**config.mk**
```make
export PLATFORM = sky130hd
export DESIGN_NAME = g_debncn
export DESIGN_NICKNAME = d
export VERILOG_FILES = /design/src/rtl/g_debncn.sv
export SDC_FILE = /design/constraint.sdc
export NUM_CORES = 1
export LEC_CHECK = 0
export ABC_CLOCK_PERIOD_IN_PS = 1500
export CAP_MARGIN = 20
export CORE_AREA = 2 2 39 41
export CTS_BUF_LIST = sky130_fd_sc_hd__clkbuf_4 sky130_fd_sc_hd__clkbuf_8
export CTS_CLUSTER_DIAMETER = 30
export DETAILED_ROUTE_END_ITERATION = 8
export DIE_AREA = 0 0 41 43
export DONT_BUFFER_PORTS = 1
export GPL_TIMING_DRIVEN = 0
export HOLD_SLACK_MARGIN = 0.02
export PLACE_DENSITY = 0.51
export SLEW_MARGIN = 10
export SYNTH_ARGS = -nofsm -noshare
export SYNTH_HDL_FRONTEND = slang
export SYNTH_SLANG_ARGS = --single-unit
```
**constraint.sdc**
```tcl
create_clock -name CK -period 1.5 [get_ports CK]
set_input_delay 0.225 -clock CK [delete_from_list [all_inputs] [get_ports CK]]
set_output_delay 0.225 -clock CK [all_outputs]
set_load 0.05 [all_outputs]
```
**src/rtl/g_debncn.sv**
```systemverilog
// Synchronizer + glitch filter for a raw active-low input; clean level QN plus FALL/RISE strobes.
// Latency: an AN edge set up before edge 1 reaches QN at edge SYNC_STAGES+FILT_CNT (CE held high).
// Backpressure: none; CE only stalls qualification, the synchronizer always shifts.
module g_debncn #(
    parameter int SYNC_STAGES = 2,
    parameter int FILT_CNT    = 8,
    parameter int CNT_W       = 4
) (
    input  logic CK,
    input  logic CD,
    input  logic CE,
    input  logic AN,
    output logic QN,
    output logic FALL,
    output logic RISE,
    output logic BUSY
);

    // IDLE: synchronized input agrees with QN. QUAL: a change is pending.
    typedef enum logic {
        IDLE = 1'b0,
        QUAL = 1'b1
    } state_t;

    // Terminal count: the change is accepted on the edge where cnt already holds FILT_CNT-1,
    // so cnt never exceeds this value and cannot wrap.
    localparam logic [CNT_W-1:0] CNT_LAST = CNT_W'(FILT_CNT - 1);
    localparam logic [CNT_W-1:0] CNT_ONE  = CNT_W'(1);

    logic [SYNC_STAGES-1:0] sync;
    logic                   s;
    state_t                 state;
    logic [CNT_W-1:0]       cnt;
    logic [CNT_W-1:0]       cnt_nxt;
    logic                   qn_nxt;
    logic                   fall_nxt;
    logic                   rise_nxt;

    // Metastability chain; resets to the deasserted (high) level.
    always_ff @(posedge CK or posedge CD) begin
        if (CD) begin
            sync <= '1;
        end else begin
            sync <= {sync[SYNC_STAGES-2:0], AN};
        end
    end

    assign s     = sync[SYNC_STAGES-1];
    assign state = (s != QN) ? QUAL : IDLE;

    // Qualification decision: count enabled disagreeing edges, commit on the last one.
    always_comb begin
        cnt_nxt  = '0;
        qn_nxt   = QN;
        fall_nxt = 1'b0;
        rise_nxt = 1'b0;
        case (state)
            IDLE: begin
                // Any agreement discards partial qualification.
                cnt_nxt = '0;
            end
            QUAL: begin
                if (CE) begin
                    if (cnt == CNT_LAST) begin
                        qn_nxt   = s;
                        fall_nxt = ~s;
                        rise_nxt = s;
                        cnt_nxt  = '0;
                    end else begin
                        cnt_nxt = cnt + CNT_ONE;
                    end
                end else begin
                    cnt_nxt = cnt;
                end
            end
            default: begin
                cnt_nxt = '0;
            end
        endcase
    end

    // Output level, strobes and counter; reset drops everything immediately.
    always_ff @(posedge CK or posedge CD) begin
        if (CD) begin
            QN   <= 1'b1;
            FALL <= 1'b0;
            RISE <= 1'b0;
            cnt  <= '0;
        end else begin
            QN   <= qn_nxt;
            FALL <= fall_nxt;
            RISE <= rise_nxt;
            cnt  <= cnt_nxt;
        end
    end

    assign BUSY = (cnt != '0);

endmodule

```
==> results of run 1 <==
==> layout make-up <==
| type | count | area (sq um) | area share [%] |
|---|---|---|---|
| flip-flops and latches | 9 | 229 | 49.2 |
| clock inverters | 1 | 5.00 | 1.08 |
| inverters | 3 | 11.3 | 2.42 |
| clock buffers | 3 | 22.5 | 4.84 |
| well taps | 16 | 20.0 | 4.30 |
| repair buffers | 2 | 20.0 | 4.30 |
| multi-input cells | 22 | 158 | 33.9 |
==> sequential cells by signal, summed over array words and instances (netlist names) <==
signal	flops
sync	2
RISE	1
QN	1
FALL	1
cnt	4
==> worst paths after layout <==
path	startpoint	end	slack (ns)	cells after the start
min in group asynchronous	CD	cnt[2]	0.35	2
worst min-delay path	CE	cnt[0]	0.11	2
max in group asynchronous	CD	sync[1]	0.85	2
worst max register to register	cnt[0]	QN	0.24	3
worst max-delay path	cnt[0]	BUSY	0.11	3
worst min register to register	sync[0]	sync[1]	0.36	0
==> worst register-to-register path: stages, from the launching register on <==
cell and delay [ns]:
dfrtp_1 0.41, ha_1 0.25, nand4b_1 0.18, mux2_2 0.35
==> power by group through the flow <==
| stage | logic (mW) | registers (mW) | clock network [mW] |
|---|---|---|---|
| after global routing | 0.0469 | 0.261 | 0.211 |
| after CTS | 0.0425 | 0.260 | 0.200 |
| after floorplan | 0.0325 | 0.262 | 0 |
| final | 0.0416 | 0.260 | 0.191 |
| after detailed placement | 0.0368 | 0.264 | 0 |
| after global placement | 0.0360 | 0.263 | 0 |
==> kinds of logic after synthesis <==
family | count (synthesis) | synth area share, %
multiplexers | 2 | 5.38
AND/OR/NAND/NOR | 14 | 19.6
adder cells (fa/ha/maj) | 2 | 6.33
AO/OA/AOI/OAI | 2 | 3.48
XOR/XNOR | 2 | 4.43
buffers and inverters | 3 | 2.85
flip-flops | 9 | 57.9
==> routing by layer <==
layer	wire length [microns]	part of all wire, %	global-route usage, %
met1	272	43	10.2
met2	278	44	11.9
met3	46	7.3	2.09
met4	31	4.9	12.0
met5	0	0	0
==> repair_timing <==
item | in CTS | in global routing
resized for setup | 1 | 0
hold buffers | 2 | 0
hold endpoints to repair | 7 | 0
endpoints found under the setup margin | 1 | 0
==> Yosys cell counts <==
| cell type | n |
|---|---|
| a21oi_2 | 1 |
| nand3b_1 | 1 |
| nor2_1 | 3 |
| nand4_1 | 1 |
| a21oi_1 | 1 |
| nand2b_1 | 1 |
| mux2i_1 | 1 |
| dfstp_2 | 3 |
| dfrtp_1 | 6 |
| ha_1 | 2 |
| or3_1 | 1 |
| xor2_1 | 1 |
| nand4b_1 | 1 |
| mux2_2 | 1 |
| inv_1 | 3 |
| xnor2_1 | 1 |
| nand3_1 | 1 |
| nor3b_1 | 2 |
| nand2_1 | 3 |
==> per-stage QoR <==
| stage | total power, mW | utilization (%) |
|---|---|---|
| 2_1_floorplan | 0.295 | - |
| 3_3_place_gp | 0.300 | 30.0 |
| 3_5_place_dp | 0.301 | 30.0 |
| 4_1_cts | 0.503 | 33.6 |
| 5_1_grt | 0.519 | 33.6 |
| 6_report | 0.492 | 33.6 |
==> impl_results.md, run 1 <==
- Top Ports: 8
- Placed cells: 50
- Final-report hold violation count: 0
- Slowest stage delay, CP: 0.39 ns
- Seq/Total Area, Yosys: 57.9%
- Starting Density: 28.6%
- Final TNS setup: 0 ns
- Cell row count: 14
- Crit path kind: flop to primary output
- Clock insertion delay at the later pin of the skew report: 0.27 ns
- Post-Place Cell Area: 415 sq um
- Hold WS: 0.110 ns
- Outcome: completed
- Setup slack after placement: 0.248 ns
- CP arrival: 1.17 ns
- Initial antenna violation count: 0
- Commonest non-fill, non-tap cell in the layout: dfrtp_1
- Switch Pwr: 0.127 mW
- Max_cap viols: 0
- Fillers: 143
- Post-Syn Instances: 34
- Clock tree root buffer cell: clkbuf_4
- Final min period: 1.39 ns
- Syn Nets: 40
- Core Area: 1380 sq um
- Post-route cell area: 465 sq um
- Clk buf depth: 2
- Pin count of the biggest net entering global routing: 10
- Max transition margin: 70.2%
- Vias in the first global route: 263
- DP HPWL: 456 microns
- Cells along the critical path: inv_1 -> ha_1 -> nand2_2
- Port bufs: 0
- H-Tree Depth: 1
- Top cells by area, synth: dfrtp_1 38%, dfstp_2 20%, ha_1 6.3%
- Die Height: 43 microns
- Chip width: 41 microns
- Switch share: 25.9%
- CTS Buf Count: 3
- Synth warn: 0
- # setup viols final: 0
- Post-synth top area share: 38.0%
- Syn_area_per_cell: 11.6 sq um
- Slew Limit Fails: 0
- Synthesized cell area: 395 sq um
- DRT Pass-1 Iters: 4
- Startpoint types: flop
- Layout area overhead: 17.7%
- Slew @ Worst Pin: 0.447 ns
- First-pass GRT wire length: 986 microns
- Tcrit/Tclk final: 92.7%
- Clock sinks: 9
- Total GRT Usage: 9.18%
- Setup WS post-layout: 0.109 ns
- Post-route ant nets: 0
- Final RePlAce weighted congestion: 0.610
- Post-Route WL: 629 microns
- Unrepaired setup endpoints after global routing: false
- Total gr overflow: 0
- Nets: 47
- Pleak: 0.204 nW
- Max Fclk: 719 MHz
- Power per cell area: 1060 nW/um^2
- Max Clock Skew: 0.00513 ns
- TritonCTS clock tree: yes
- Synth unique cells: 19
- Worst EP required: 1.27 ns
- Synthesized flop and latch total: 9
- Crit path buffers/inverters: 1
- HP Class: primary input to flop
- Slowest cell on crit path: dfrtp_1
- Vias/cell: 4.64
- Most frequent cells in the layout: 6 x dfrtp_1, 3 x dfstp_2, 3 x nor2_1, 3 x inv_1, 3 x clkbuf_4
- Crit path max fanout: 4
- Share of layout cells above drive strength 1: 25.0%
- Combinational share of power: 8.5%
- Starting DRT DRC Count: 2
- Antenna Cells: 0
- DR vias: 260
- Final Non-Filler Cells: 56
- Worst-path clk slew: 0.07 ns
- Internal Power: 0.365 mW
- Largest area contributor in the netlist: dfrtp_1
- DRC viols: 0
- Die Area: 1760 sq um
- CP top delay family: flip-flops
- Wire per inst: 11.2 microns
- Sequential share of power: 52.8%
- Clock power frac: 38.8%
- Setup crit end kind: primary output
- Max VDD drop: 0.387 mV
- Post-CTS setup buffer count: 0
Power figures use the tool's default switching activity.
==> run 2, diff against run 1 <==
Settings changed: ABC_CLOCK_PERIOD_IN_PS 1500 to 1400.
Clock period 1.5 ns to 1.4 ns, I/O delays scaled along.
==> impl_results.md, run 2 (synthesized netlist as in run 1, its figures left out) <==
- Outcome: completed
- Starting Density: 28.6%
- Commonest non-fill, non-tap cell in the layout: dfrtp_1
- DRC viols: 0
- Top Ports: 8
- Total power: 0.531 mW
- Port bufs: 0
- Post-route cell area: 473 sq um
- Post-Route WL: 638 microns
- Final TNS setup: 0 ns
- DR vias: 261
- Fillers: 146
- Die Area: 1760 sq um
- Unrepaired setup endpoints after global routing: false
- Chip width: 41 microns
- Setup crit end kind: primary output
- Antenna Cells: 0
- CP top delay family: flip-flops
- Min-Delay Path Depth: 2
- Tcrit/Tclk final: 92.9%
- Share of layout cells above drive strength 1: 27.5%
- Total GRT Usage: 9.18%
- # setup viols final: 0
- Final min period: 1.30 ns
- Crit path max fanout: 4
- First-pass GRT wire length: 986 microns
- Nets: 47
- Slowest stage delay, CP: 0.41 ns
- Setup slack after placement: 0.148 ns
- Vias/cell: 4.66
- Hold path start: CE
- Worst R2R End: QN
- Core Area: 1380 sq um
- Max transition margin: 70.2%
- Crit path kind: flop to primary output
- Reg2reg path depth: 3
- Worst R2R Setup Slack: 0.14 ns
- CP arrival: 1.09 ns
- Worst-path clk slew: 0.07 ns
- HP Class: primary input to flop
- Post-route ant nets: 0
- Vias in the first global route: 263
- Clock tree root buffer cell: clkbuf_4
- CTS Buf Count: 3
- Clock sinks: 9
- Placed cells: 50
- TritonCTS clock tree: yes
- Post-CTS setup buffer count: 0
- FF/Latch Area: 229 sq um
- Max Clock Skew: 0.00513 ns
- Final Non-Filler Cells: 56
- Slew @ Worst Pin: 0.447 ns
- Initial antenna violation count: 0
- Cell row count: 14
- Max Fclk: 769 MHz
- Largest Register: cnt
- Cells along the critical path: inv_1 -> ha_2 -> nand2_4
- Starting DRT DRC Count: 2
- Setup WS post-layout: 0.100 ns
- Most frequent cells in the layout: 6 x dfrtp_1, 3 x dfstp_2, 3 x nor2_1, 3 x inv_1, 3 x clkbuf_4
- Regs by FF count: cnt (4), sync (2)
- Power per cell area: 1120 nW/um^2
- Crit path buffers/inverters: 1
- Worst EP required: 1.19 ns
- Hold worst-path end: cnt[0]
- Pin count of the biggest net entering global routing: 10
- Max reg flops: 4
- Area of the multi-input gates: 165 sq um
- Pleak: 0.204 nW
- Clk buf depth: 2
- Post-Place Cell Area: 415 sq um
- Slowest cell on crit path: dfrtp_1
- Reg2reg start: cnt[0]
- Final RePlAce weighted congestion: 0.610
- H-Tree Depth: 1
- DRT Pass-1 Iters: 4
- Clock insertion delay at the later pin of the skew report: 0.27 ns
- Die Height: 43 microns
- Max_cap viols: 0
- Max VDD drop: 0.415 mV
- Startpoint types: flop
- Wire per inst: 11.4 microns
- Slew Limit Fails: 0
- DP HPWL: 456 microns
- Layout area overhead: 19.6%
- Final-report hold violation count: 0
- Total gr overflow: 0
run 2: changes by cell type in the layout (fill, tap and decap cells not counted):
cell / change
nand2_4: +1
nand2_2: -1
ha_1: -1
ha_2: +1
run 2: what timing repair did:
item / CTS / global route
hold buffers: 2 / 0
endpoints found under the setup margin: 1 / 1
resized for setup: 1 / 2
hold endpoints to repair: 7 / 0
pin swaps: 0 / 0
run 2: routing by layer:
metal,part of all wire (%),track usage [%],up-vias,routed length [microns]
met5,0,0,-,0
met4,4.9,12.0,0,31
met3,7.2,2.09,3,46
met2,45,11.9,9,290
met1,42,10.2,123,269
li1,-,-,126,-
run 2: how the worst max path moves through the flow:
stage / from / endpoint / slack [ns] / cells after the start
finish: cnt[0] / BUSY / 0.10 / 3
global route: cnt[0] / BUSY / 0.04 / 3
CTS: cnt[0] / BUSY / 0.01 / 3
detailed placement: cnt[0] / QN / 0.15 / 3
global placement: cnt[0] / QN / 0.18 / 3
floorplan: cnt[0] / QN / 0.23 / 3
run 2: area by class of cell:
class / instances / area share (%)
well taps: 16 / 4.23
inverters: 3 / 2.38
flip-flops and latches: 9 / 48.4
clock inverters: 1 / 1.06
multi-input cells: 22 / 34.9
clock buffers: 3 / 4.76
repair buffers: 2 / 4.23
run 2: through the flow:
step                      util (%)  hold WS, ns
after floorplan                  -       0.0358
final                         34.2       0.0951
after global placement        30.0       0.0658
after global routing          34.2       0.0996
after CTS                     33.6       0.0874
after detailed placement      30.0       0.0762
run 2: worst reg2reg max path: stages, from the launching register on:
cell and delay [ns]:
dfrtp_1 0.41, ha_1 0.25, nand4b_1 0.18, mux2_2 0.35
run 2: power breakdown:
group | switching [mW] | internal, mW | total (mW) | leakage (nW)
Sequential | 0.00788 | 0.270 | 0.278 | 0.114
Clock | 0.0987 | 0.106 | 0.204 | 0.0177
Combinational | 0.0316 | 0.0169 | 0.0485 | 0.0725
Total | 0.138 | 0.393 | 0.531 | 0.204
==> run 3, diff against run 2 <==
Settings changed: ABC_AREA from default to 1, PLACE_DENSITY 0.51 to 0.53.
==> impl_results.md, run 3 <==
- DP HPWL: 557 microns
- Primary FF master, synth: dfrtp_1
- Final RePlAce weighted congestion: 0.797
- Min-Delay Path Depth: 2
- Share of layout cells above drive strength 1: 17.2%
- Post-synth EDFFs: 0
- Post-route ant nets: 0
- Worst R2R End: cnt[3]
- DR vias: 336
- Startpoint types: flop
- Synthesized cell area: 423 sq um
- Die Height: 43 microns
- Crit path buffers/inverters: 1
- H-Tree Depth: 1
- Pin count of the biggest net entering global routing: 10
- Starting Density: 30.6%
- Nets: 65
- Vias in the first global route: 321
- Clock sinks: 9
- Fillers: 152
- Commonest non-fill, non-tap cell in the layout: nand2_1
- Antenna Cells: 0
- Vias/cell: 4.54
- Cell row count: 14
- CTS Buf Count: 3
- Tcrit/Tclk final: 95.4%
- Layout area overhead: 22.2%
- Wire per inst: 9.91 microns
- CP top delay family: flip-flops
- Max reg flops: 4
- Synth Area in Adders: 5.92%
- Clk buf depth: 2
- Pleak: 0.270 nW
- Slowest stage delay, CP: 0.41 ns
- Port bufs: 0
- Slew @ Worst Pin: 0.444 ns
- Chip width: 41 microns
- Largest area contributor in the netlist: dfrtp_1
- Max Clock Skew: 0.00571 ns
- Max_cap viols: 0
- Hold worst-path end: cnt[2]
- Synth unique cells: 11
- Post-synth top cells: 19 x nand2_1, 8 x inv_1, 6 x dfrtp_1
- Post-synth top area share: 35.5%
- DRT Pass-1 Iters: 2
- Final min period: 1.34 ns
- Post-Syn Instances: 51
- XOR/XNOR share of the synthesized area: 0%
- Worst-path clk slew: 0.06 ns
- Mux cell area share after synthesis: 0%
- HP Class: primary input to flop
- Final Util: 37.3%
- Seq/Total Area, Yosys: 54.1%
- Top cells by area, synth: dfrtp_1 36%, dfstp_2 19%, nand2_1 17%
- Power per cell area: 1080 nW/um^2
- Reg2reg start: QN
- First-pass GRT wire length: 1.28 mm
- Total power: 0.556 mW
- Compound-gate portion of the synthesized area: 4.44%
- Most frequent cells in the layout: 19 x nand2_1, 8 x inv_1, 6 x dfrtp_1
- Main combinational cell family by area after synthesis: simple AND/OR/NAND/NOR gates
- Setup crit end kind: primary output
- CP arrival: 1.13 ns
- Clock insertion delay at the later pin of the skew report: 0.25 ns
- Slew Limit Fails: 0
- Worst R2R Setup Slack: 0.11 ns
- Worst Setup SP: cnt[0]
- Largest Register: cnt
- Total GRT Usage: 10.8%
- Initial antenna violation count: 0
- Outcome: completed
- Syn_area_per_cell: 8.29 sq um
- Post-Place Cell Area: 443 sq um
- Max VDD drop: 0.514 mV
- Hold path start: CE
- Final TNS setup: 0 ns
- Worst EP required: 1.19 ns
- Final-report hold violation count: 0
- Core Area: 1380 sq um
- Crit path kind: flop to primary output
- Reg2reg path depth: 6
- Post-synth ARST share: 100%
- Die Area: 1760 sq um
- Simple-gate share of the synthesized area: 28.4%
- Max Fclk: 749 MHz
- Unrepaired setup endpoints after global routing: false
- Starting DRT DRC Count: 3
- Syn Nets: 57
- Post-route cell area: 517 sq um
- # setup viols final: 0
- Crit path max fanout: 4
- Slowest cell on crit path: dfrtp_1
- Post-Route WL: 733 microns
- Top Ports: 8
- Clock tree root buffer cell: clkbuf_4
- Count leader, synth: nand2_1
- Max transition margin: 70.4%
- Synthesized flop and latch total: 9
- Regs by FF count: cnt (4), sync (2)
- Total gr overflow: 0
- TritonCTS clock tree: yes
- Cells along the critical path: inv_1 -> ha_1 -> nand3_4
- DRC viols: 0
- Synth warn: 0
==> run 3: cell count changes in the layout (fill, tap and decap cells not counted), moves of 2 or more <==
cell,previous run,this run
nor3b_1,2,0
nand3_1,1,4
inv_1,3,8
nand2_1,2,19
==> run 3: area by class of cell <==
cell class	count	area (sq um)	share of cell area [%]
Clock buffer	4	30.0	5.81
Timing Repair Buffer	3	27.5	5.33
Sequential cell	9	233	45.0
Tap cell	16	20.0	3.87
Multi-Input combinational cell	34	176	34.1
Inverter	8	30.0	5.81
==> run 3: logic make-up after synthesis <==
logic type / count (synthesis)
AO/OA/AOI/OAI: 3
AND/OR/NAND/NOR: 29
buffers and inverters: 8
adder cells (fa/ha/maj): 2
flip-flops: 9
==> run 3: metal layers <==
layer  wire length [microns]  share of wire, %  up-vias  GRT usage (%)
met5                       0                 0        -              0
met4                       0                 0        0           6.00
met3                      30               4.1        0           3.14
met2                     342                47        7           15.3
met1                     359                49      155           14.1
li1                        -                 -      174              -
==> run 3: worst max-delay path by stage <==
stage              to  depth (start not counted)
2_1_floorplan      QN                          6
3_3_place_gp   cnt[0]                          6
3_5_place_dp   cnt[3]                          6
4_1_cts          BUSY                          3
5_1_grt          BUSY                          3
6_report         BUSY                          3
==> run 3: what timing repair did <==
action                                 4_1_cts  5_1_grt
setup endpoints to repair                    1        3
pin swaps                                    0        0
gates cloned                                 0        0
hold buffers                                 2        0
setup buffers                                0        1
resized for setup                            2        1
endpoints found under the hold margin        7        0
==> run 3: power by group <==
group	switching [mW]	internal (mW)	leakage (nW)
Sequential	0.00900	0.271	0.115
Combinational	0.0391	0.0218	0.137
Clock	0.0866	0.129	0.0184
==> run 3: through the flow <==
step | instances | hold slack (ns) | setup WS [ns]
after floorplan | 51 | 0.0358 | 0.177
after global placement | 67 | 0.0830 | 0.0860
after detailed placement | 67 | 0.0834 | 0.0829
after CTS | 73 | 0.104 | 0.0223
after global routing | 74 | 0.0943 | 0.00969
final | 74 | 0.112 | 0.0646
